$ cat config.mk
export PLATFORM = sky130hd
export DESIGN_NAME = screen_ctl
export DESIGN_NICKNAME = d
export VERILOG_FILES = /design/src/rtl/snake_pkg.sv /design/src/rtl/rect_hit.sv /design/src/rtl/screen_ctl.sv
export SDC_FILE = /design/constraint.sdc
export NUM_CORES = 1
export LEC_CHECK = 0
export ABC_AREA = 1
export BUFFER_PORTS_ARGS = -buffer_cell sky130_fd_sc_hd__buf_2
export CORE_UTILIZATION = 30
export CTS_CLUSTER_SIZE = 14
export DETAILED_ROUTE_END_ITERATION = 16
export GPL_TIMING_DRIVEN = 0
export MAX_ROUTING_LAYER = met4
export PLACE_DENSITY = 0.6
export SETUP_SLACK_MARGIN = 0.02
export SLEW_MARGIN = 25
export SYNTH_ARGS = -nofsm -noshare
export SYNTH_HDL_FRONTEND = slang
export SYNTH_HIERARCHICAL = 1
export SYNTH_SLANG_ARGS = --single-unit
$ cat constraint.sdc
create_clock -name clk -period 3.7 [get_ports clk]
set_input_delay 0.37 -clock clk [delete_from_list [all_inputs] [get_ports clk]]
set_output_delay 0.37 -clock clk [all_outputs]
set_load 0.05 [all_outputs]
$ cat src/rtl/snake_pkg.sv
// Shared SnakeWars types and constants: screen selection, screen controller
// states and the menu/end-screen button geometry.
package snake_pkg;

   localparam int BUTTONS_X        = 270;
   localparam int BUTTONS_Y        = 200;
   localparam int BUTTONE_Y        = 300;
   localparam int BUTTONS_W        = 100;
   localparam int BUTTONS_H        = 40;
   localparam int END_DELAY_FRAMES = 60;

   typedef enum logic [1:0] {
      SCR_MENU = 2'd0,
      SCR_GAME = 2'd1,
      SCR_WIN  = 2'd2,
      SCR_LOSE = 2'd3
   } screen_t;

   typedef enum logic [2:0] {
      S_MENU     = 3'd0,
      S_GAME     = 3'd1,
      S_END_WAIT = 3'd2,
      S_WIN      = 3'd3,
      S_LOSE     = 3'd4
   } ctl_state_t;

   // The end-delay state keeps showing the game so the final frame stays visible.
   function automatic screen_t screen_of(input ctl_state_t s);
      case (s)
         S_GAME, S_END_WAIT: screen_of = SCR_GAME;
         S_WIN:              screen_of = SCR_WIN;
         S_LOSE:             screen_of = SCR_LOSE;
         default:            screen_of = SCR_MENU;
      endcase
   endfunction

endpackage

$ cat src/rtl/rect_hit.sv
// Registered point-in-rectangle test on a half-open box [X, X+W) x [Y, Y+H),
// evaluated at 12 bits so the far edge cannot overflow.
module rect_hit
   import snake_pkg::*;
#(
   parameter int X = BUTTONS_X,
   parameter int Y = BUTTONS_Y,
   parameter int W = BUTTONS_W,
   parameter int H = BUTTONS_H
) (
   input  logic        clk,
   input  logic        rst,
   input  logic [10:0] x,
   input  logic [10:0] y,
   output logic        hit
);

   localparam logic [11:0] X0 = 12'(X);
   localparam logic [11:0] X1 = 12'(X + W);
   localparam logic [11:0] Y0 = 12'(Y);
   localparam logic [11:0] Y1 = 12'(Y + H);

   logic [11:0] xe;
   logic [11:0] ye;

   assign xe = {1'b0, x};
   assign ye = {1'b0, y};

   always_ff @(posedge clk or negedge rst) begin
      if (!rst) hit <= 1'b0;
      else      hit <= (xe >= X0) && (xe < X1) && (ye >= Y0) && (ye < Y1);
   end

endmodule

$ cat src/rtl/screen_ctl.sv
// Frame-synchronous screen sequencer: menu -> game -> end delay -> win/lose -> menu.
// Screen changes are queued as a request and applied only on frame_tick.
module screen_ctl
   import snake_pkg::*;
#(
   parameter int END_DELAY = END_DELAY_FRAMES,
   parameter int CNT_B     = 7
) (
   input  logic        clk,
   input  logic        rst,
   input  logic        frame_tick,
   input  logic [10:0] mouse_x,
   input  logic [10:0] mouse_y,
   input  logic        mouse_left,
   input  logic        game_over,
   input  logic        game_won,
   output screen_t     screen,
   output logic        start_game,
   output logic        busy,
   output ctl_state_t  dbg_state
);

   localparam logic [CNT_B-1:0] CNT_LAST = CNT_B'(END_DELAY - 1);

   ctl_state_t       state, state_n;
   ctl_state_t       req_state, req_state_n;
   ctl_state_t       result, result_n;
   logic             req_valid, req_valid_n;
   logic [CNT_B-1:0] cnt, cnt_n;
   logic             armed, armed_n;
   logic             mouse_left_q;
   logic             click_d, click_n;
   logic             state_chg;
   logic             start_hit, back_hit;

   rect_hit #(.X(BUTTONS_X), .Y(BUTTONS_Y), .W(BUTTONS_W), .H(BUTTONS_H)) u_start_hit (
      .clk(clk), .rst(rst), .x(mouse_x), .y(mouse_y), .hit(start_hit)
   );

   rect_hit #(.X(BUTTONS_X), .Y(BUTTONE_Y), .W(BUTTONS_W), .H(BUTTONS_H)) u_back_hit (
      .clk(clk), .rst(rst), .x(mouse_x), .y(mouse_y), .hit(back_hit)
   );

   always_comb begin
      state_n     = state;
      req_valid_n = req_valid;
      req_state_n = req_state;
      cnt_n       = cnt;
      result_n    = result;
      if (req_valid) begin
         if (frame_tick) begin
            state_n     = req_state;
            req_valid_n = 1'b0;
         end
      end else begin
         case (state)
            S_MENU: if (click_d && start_hit) begin
               req_valid_n = 1'b1;
               req_state_n = S_GAME;
            end
            S_GAME: if (game_over || game_won) begin
               state_n  = S_END_WAIT;
               cnt_n    = '0;
               result_n = game_over ? S_LOSE : S_WIN;
            end
            S_END_WAIT: if (frame_tick) begin
               if (cnt == CNT_LAST) begin
                  req_valid_n = 1'b1;
                  req_state_n = result;
               end else begin
                  cnt_n = cnt + 1'b1;
               end
            end
            S_WIN, S_LOSE: if (click_d && back_hit) begin
               req_valid_n = 1'b1;
               req_state_n = S_MENU;
            end
            default: state_n = S_MENU;
         endcase
      end
      // A click seen in the cycle the screen changes belongs to the old screen.
      state_chg = (state_n != state);
      armed_n   = state_chg ? 1'b0 : (armed | ~mouse_left);
      click_n   = mouse_left & ~mouse_left_q & armed & ~state_chg;
   end

   always_ff @(posedge clk or negedge rst) begin
      if (!rst) begin
         state        <= S_MENU;
         req_state    <= S_MENU;
         result       <= S_LOSE;
         req_valid    <= 1'b0;
         cnt          <= '0;
         armed        <= 1'b0;
         mouse_left_q <= 1'b0;
         click_d      <= 1'b0;
         screen       <= SCR_MENU;
         start_game   <= 1'b0;
         busy         <= 1'b0;
      end else begin
         state        <= state_n;
         req_state    <= req_state_n;
         result       <= result_n;
         req_valid    <= req_valid_n;
         cnt          <= cnt_n;
         armed        <= armed_n;
         mouse_left_q <= mouse_left;
         click_d      <= click_n;
         screen       <= screen_of(state_n);
         start_game   <= state_chg && (state_n == S_GAME);
         busy         <= req_valid_n || (state_n == S_END_WAIT);
      end
   end

   assign dbg_state = state;

endmodule

==> metrics.txt, run 1 <==
CP arrival=1.16 ns; # fillers=555; CP Launch Type=flop; root buffer cell=clkbuf_8; CP max-delay cell=dfrtp_1; Peak VDD IR=0.000255 V; number of vias per cell=4.36; max_cap viols=0; Layout Skew=0.00323 ns; fin crit period=1.53 ns; Clock Latency Late Sink=0.27 ns; asr flop ratio synth=100%; Post-synth EDFFs=0; CP delay by family, top=flip-flops; die area=5750 um2; antenna violations before repair=0; non-filler instance count after layout=343; Slew HR=63.0%; RSZ-0062 raised after global routing=no; crit path capture type=output pin; post-CTS sizing=0; Nets=303; Mean Syn Cell Area=6.88 um2; worst hold path class=in -> async; vias in the first global route=1358; CTS max path bufs=2; Static Leak=1.00 nW; HPWL Detailed=2.56 mm; Via Count=1495; final setup TNS=0 ns; worst reg2reg setup slack=2.19 ns; Yosys top cell by area=dfrtp_1; routed wire length per instance=9.41 um; Die Ht=75.9 um; CP required=3.33 ns; # DRC=0; first-pass GRT wire length=5.68 mm; antenna cell count=0; clock-pin slew on the worst setup and hold paths=0.09 ns; clk sinks=25; YS warnings=6; reg-to-reg endpoint=cnt[6]; post-synth top area share=36.7%; critical-path cell list=buf_2; fin crit share=41.2%; PwrDens=670 nW/um2; largest net degree at the start of global routing=26; Buf/Inv on CP=1; CTS tree=done; row cnt=26; DRT Pass-1 Iters=4; TritonCTS buffer count=3; Max Fclk=0.656 GHz; final setup vio count=0; Slew Viols, Final=0; final antenna-violating net count=0; Starting Density=31.6%; Ports=35; Total Power=1.29 mW; most frequent cell after synthesis=nand2_1; Area contributors post-synth=dfrtp_1 37%, nand2_1 16%, nor2_1 9.2%, nand3_1 8.0%, inv_1 5.5%; IO Port Bufs=31; # hold bufs at CTS=0; Fin. Hold Viols=0; Mapped Cells=238; ratio of cells with drive above 1 in the final layout=26.4%; final wirelength=3.23 mm; gpl congestion=0.872; max incr delay on CP=0.55 ns; die width=75.9 um; synthesized cell area=1640 um2; status=finished, final reports clean; synth cell count leaders=68 x nand2_1, 40 x nor2_1, 26 x nand3_1; Worst Tran Pin Value=0.555 ns; H-tree Lvls=1; Post-Place Cells=339; 1st-iter DRT viols=43; CP Class=reg -> out; global route total overflow=0; FF-to-FF Start=cnt[0]; register area share after synthesis=38.3%; Crit Path Max Fanout=8; flops & latches, synth=25; R2R cell count=10; post-synth cell types=28; setup bufs post-CTS=0; GRT Overall Usage=13.2%; area grow syn2layout=17.6%; placed instance area=1880 um2; core box area=5170 um2; Design Area, Final=1920 um2; ys flop type=dfrtp_1; syn_nets=267
[sequential cells by signal (all words and copies together) (netlist names)]
register	cells
req_valid	1
cnt	7
start_game	1
u_start_hit/hit	1
busy	1
dbg_state	3
screen	2
armed	1
mouse_left_q	1
req_state	3
u_back_hit/hit	1
result	2
click_d	1
[power by group]
group / switching (mW) / internal, mW / total [mW]
clock network: 0.0851 / 0.0771 / 0.162
registers: 0.0831 / 0.372 / 0.455
logic: 0.457 / 0.216 / 0.673
[through the flow]
step	util, %	hold slack [ns]	worst slack [ns]
after floorplan	-	0.0744	2.03
after global placement	36.3	0.397	2.21
after detailed placement	36.3	0.408	2.19
after CTS	37.2	0.106	2.17
after global routing	37.2	0.121	1.99
final	37.2	0.0824	2.17
[cell type report]
type                       count  area (um2)  area share (%)
multi-input combinational    179         868            45.1
sequential                    25         627            32.6
timing repair buffer          31         155            8.06
inverter                      32         125            6.50
tap                           70        87.6            4.55
clock buffer                   4        45.0            2.34
buffer                         2        16.3           0.845
[how the worst max path moves through the flow]
stage / start / to / slack (ns) / cells past startpoint
after global placement: dbg_state[2] / cnt[6] / 2.21 / 9
after CTS: dbg_state[2] / dbg_state[2] / 2.17 / 1
after detailed placement: cnt[0] / req_state[0] / 2.19 / 8
final: dbg_state[2] / dbg_state[2] / 2.17 / 1
after floorplan: dbg_state[1] / cnt[2] / 2.03 / 10
after global routing: cnt[0] / req_state[2] / 1.99 / 8
[logic make-up (layout without fill, tap and decap cells)]
| logic type | after synthesis | in the layout | synth area share, % |
|---|---|---|---|
| AND/OR/NAND/NOR | 155 | 155 | 41.8 |
| flip-flops | 25 | 25 | 38.3 |
| adder cells (fa/ha/maj) | 1 | 1 | 0.764 |
| AO/OA/AOI/OAI | 20 | 20 | 8.87 |
| buffers and inverters | 34 | 69 | 8.64 |
| XOR/XNOR | 3 | 3 | 1.61 |
[cell usage in the layout (no fill, tap or decap), types with 2 or more instances in the layout]
| cell type | instances |
|---|---|
| nand2_2 | 11 |
| nand2_1 | 68 |
| clkbuf_8 | 3 |
| nand2_4 | 2 |
| or2_2 | 2 |
| o21ai_2 | 6 |
| a21oi_2 | 2 |
| xor2_1 | 3 |
| o21ai_1 | 2 |
| nand3_1 | 26 |
| inv_2 | 5 |
| inv_1 | 24 |
| nor2_1 | 40 |
| clkinv_1 | 2 |
| o21ai_0 | 6 |
| buf_2 | 32 |
| nor2_2 | 2 |
| a21oi_1 | 2 |
| dfrtp_1 | 24 |
[layer usage]
metal  vias up  track usage [%]  wire [um]
met2        35             21.2       1480
met4         0             6.17         72
met3         7             1.98        102
met1       645             16.3       1570
li1        808                -          -
met5         -                -          0
Power figures use the tool's default switching activity.
==> run 2: changes to the inputs <==
--- a/config.mk
+++ b/config.mk
@@ -12,7 +12,7 @@
 export DETAILED_ROUTE_END_ITERATION = 16
 export GPL_TIMING_DRIVEN = 0
 export MAX_ROUTING_LAYER = met4
-export PLACE_DENSITY = 0.6
+export PLACE_DENSITY = 0.62
 export SETUP_SLACK_MARGIN = 0.02
 export SLEW_MARGIN = 25
 export SYNTH_ARGS = -nofsm -noshare
==> constraint.sdc (replaced) <==
create_clock -name clk -period 1.4 [get_ports clk]
set_input_delay 0.14 -clock clk [delete_from_list [all_inputs] [get_ports clk]]
set_output_delay 0.14 -clock clk [all_outputs]
set_load 0.05 [all_outputs]
==> run 2 against run 1 <==
Net effect: design area up 17%; setup slack got worse by 2.2 ns; sequential share of layout area down 4.5 points; critical path type is now reg -> reg; routed wire length up 12%; the run now ends with negative setup slack left.
==> metrics.txt, run 2 (same netlist as run 1, synthesis figures left out) <==
status=complete, but fails checks; violated checks=negative setup slack; pre-CTS WS=-0.0724 ns; max_cap viols=0; CP arrival=1.65 ns; row cnt=26; RSZ-0062 raised after global routing=yes; GRT Overall Usage=13.8%; number of vias per cell=4.42; vias in the first global route=1368; Slew Viols, Final=0; Max Fclk=0.697 GHz; most frequent cells in the layout=56 x nand2_1, 35 x nor2_1, 31 x buf_2; Crit Path Max Fanout=5; Logic pwr share=60.8%; largest net degree at the start of global routing=26; Nets=324; setup ws final=-0.0340 ns; clock-pin slew on the worst setup and hold paths=0.09 ns; crit path capture type=flop; # DRC=0; Peak VDD IR=0.000626 V; CP delay by family, top=flip-flops; gpl congestion=0.897; non-filler instance count after layout=364; antenna cell count=0; fin crit share=102%; Post-Place Cells=339; max FFs per register=7; CTS max path bufs=2; ratio of cells with drive above 1 in the final layout=41.2%; Internal=2.22 mW; Via Count=1609; antenna violations before repair=0; 1st-iter DRT viols=39; CP Class=reg -> reg; global route total overflow=0; core box area=5170 um2; Buf/Inv on CP=2; root buffer cell=clkbuf_8; fin crit period=1.43 ns; max incr delay on CP=0.47 ns; CP Launch Type=flop; power share of the clock group=10.5%; CP required=1.62 ns; HPWL Detailed=2.43 mm; area grow syn2layout=37.2%; Slew HR=62.2%; most frequent CP cell=buf_4; Net Sw Frac=47.0%; die area=5750 um2; CTS tree=done; Die Ht=75.9 um; IO Port Bufs=31; H-tree Lvls=1; Fin. Hold Viols=0; routed wire length per instance=9.92 um; Layout Skew=0.000859 ns; clk sinks=25; Worst Tran Pin Value=0.567 ns; final antenna-violating net count=0; worst hold path class=in -> reg; largest reg by FF count=cnt; Starting Density=31.6%; Static Leak=1.14 nW; first-pass GRT wire length=5.82 mm; PwrDens=1870 nW/um2; die width=75.9 um; critical-path cell list=nor2_4 -> buf_4 -> o21ai_1 -> a21oi_2 -> buf_4 -> nand3_1 -> nand2_1; Ports=35; sequential share of power=28.8%; DRT Pass-1 Iters=4; commonest non-fill, non-tap cell in the layout=nand2_1; Clock Latency Late Sink=0.27 ns; Psw=1.97 mW; CP max-delay cell=dfrtp_2; final setup vio count=8; TritonCTS buffer count=3; final wirelength=3.61 mm
-- run 2: power groups by stage --
stage	sequential, mW	combinational, mW	clock (mW)
2_1_floorplan	1.46	1.17	0
3_3_place_gp	1.21	1.78	0
3_5_place_dp	1.22	1.79	0
4_1_cts	1.19	2.08	0.446
5_1_grt	1.25	2.80	0.475
6_report	1.20	2.55	0.439
-- run 2: worst paths after layout --
path / slack (ns) / startpoint / endpoint / cells after the start
worst max-delay path: -0.03 / dbg_state[2] / req_state[2] / 7
worst min-delay path: 0.10 / game_over / result[1] / 2
worst max register to register: -0.03 / dbg_state[2] / req_state[2] / 7
worst min register to register: 0.48 / mouse_left_q / click_d / 3
max in group asynchronous: 0.60 / rst / dbg_state[1] / 2
min in group asynchronous: 0.39 / rst / cnt[1] / 2
-- run 2: repair_timing --
item / CTS / global route
resized for setup: 6 / 35
setup endpoints to repair: 13 / 17
cloned: 1 / 0
hold buffers: 2 / 0
pin swaps: 6 / 22
endpoints found under the hold margin: 25 / 0
setup buffers: 10 / 8
-- run 2: final cells by class --
class	count	area [um2]
multi-input combinational	179	985
sequential	25	631
timing repair buffer	52	345
inverter	32	130
clock buffer	4	45.0
fill	496	2930
buffer	2	22.5
tap	70	87.6
-- run 2: per-layer routing --
layer / vias to the layer above / part of all wire [%] / global-route usage [%]
li1: 848 / - / -
met1: 716 / 46 / 16.9
met2: 36 / 48 / 21.8
met3: 9 / 3.1 / 1.59
met4: 0 / 3.2 / 8.02
met5: - / 0 / -
-- run 2: through the flow --
| step | TNS, ns | utilization [%] | power (mW) | hold WS [ns] | area [um2] |
|---|---|---|---|---|---|
| 2_1_floorplan | -0.612 | - | 2.63 | -0.156 | 1640 |
| 3_3_place_gp | -0.380 | 36.5 | 2.99 | 0.159 | 1890 |
| 3_5_place_dp | -0.529 | 36.5 | 3.01 | 0.167 | 1890 |
| 4_1_cts | 0 | 40.0 | 3.71 | 0.112 | 2070 |
| 5_1_grt | -0.806 | 43.4 | 4.53 | 0.121 | 2250 |
| 6_report | -0.0964 | 43.4 | 4.19 | 0.102 | 2250 |
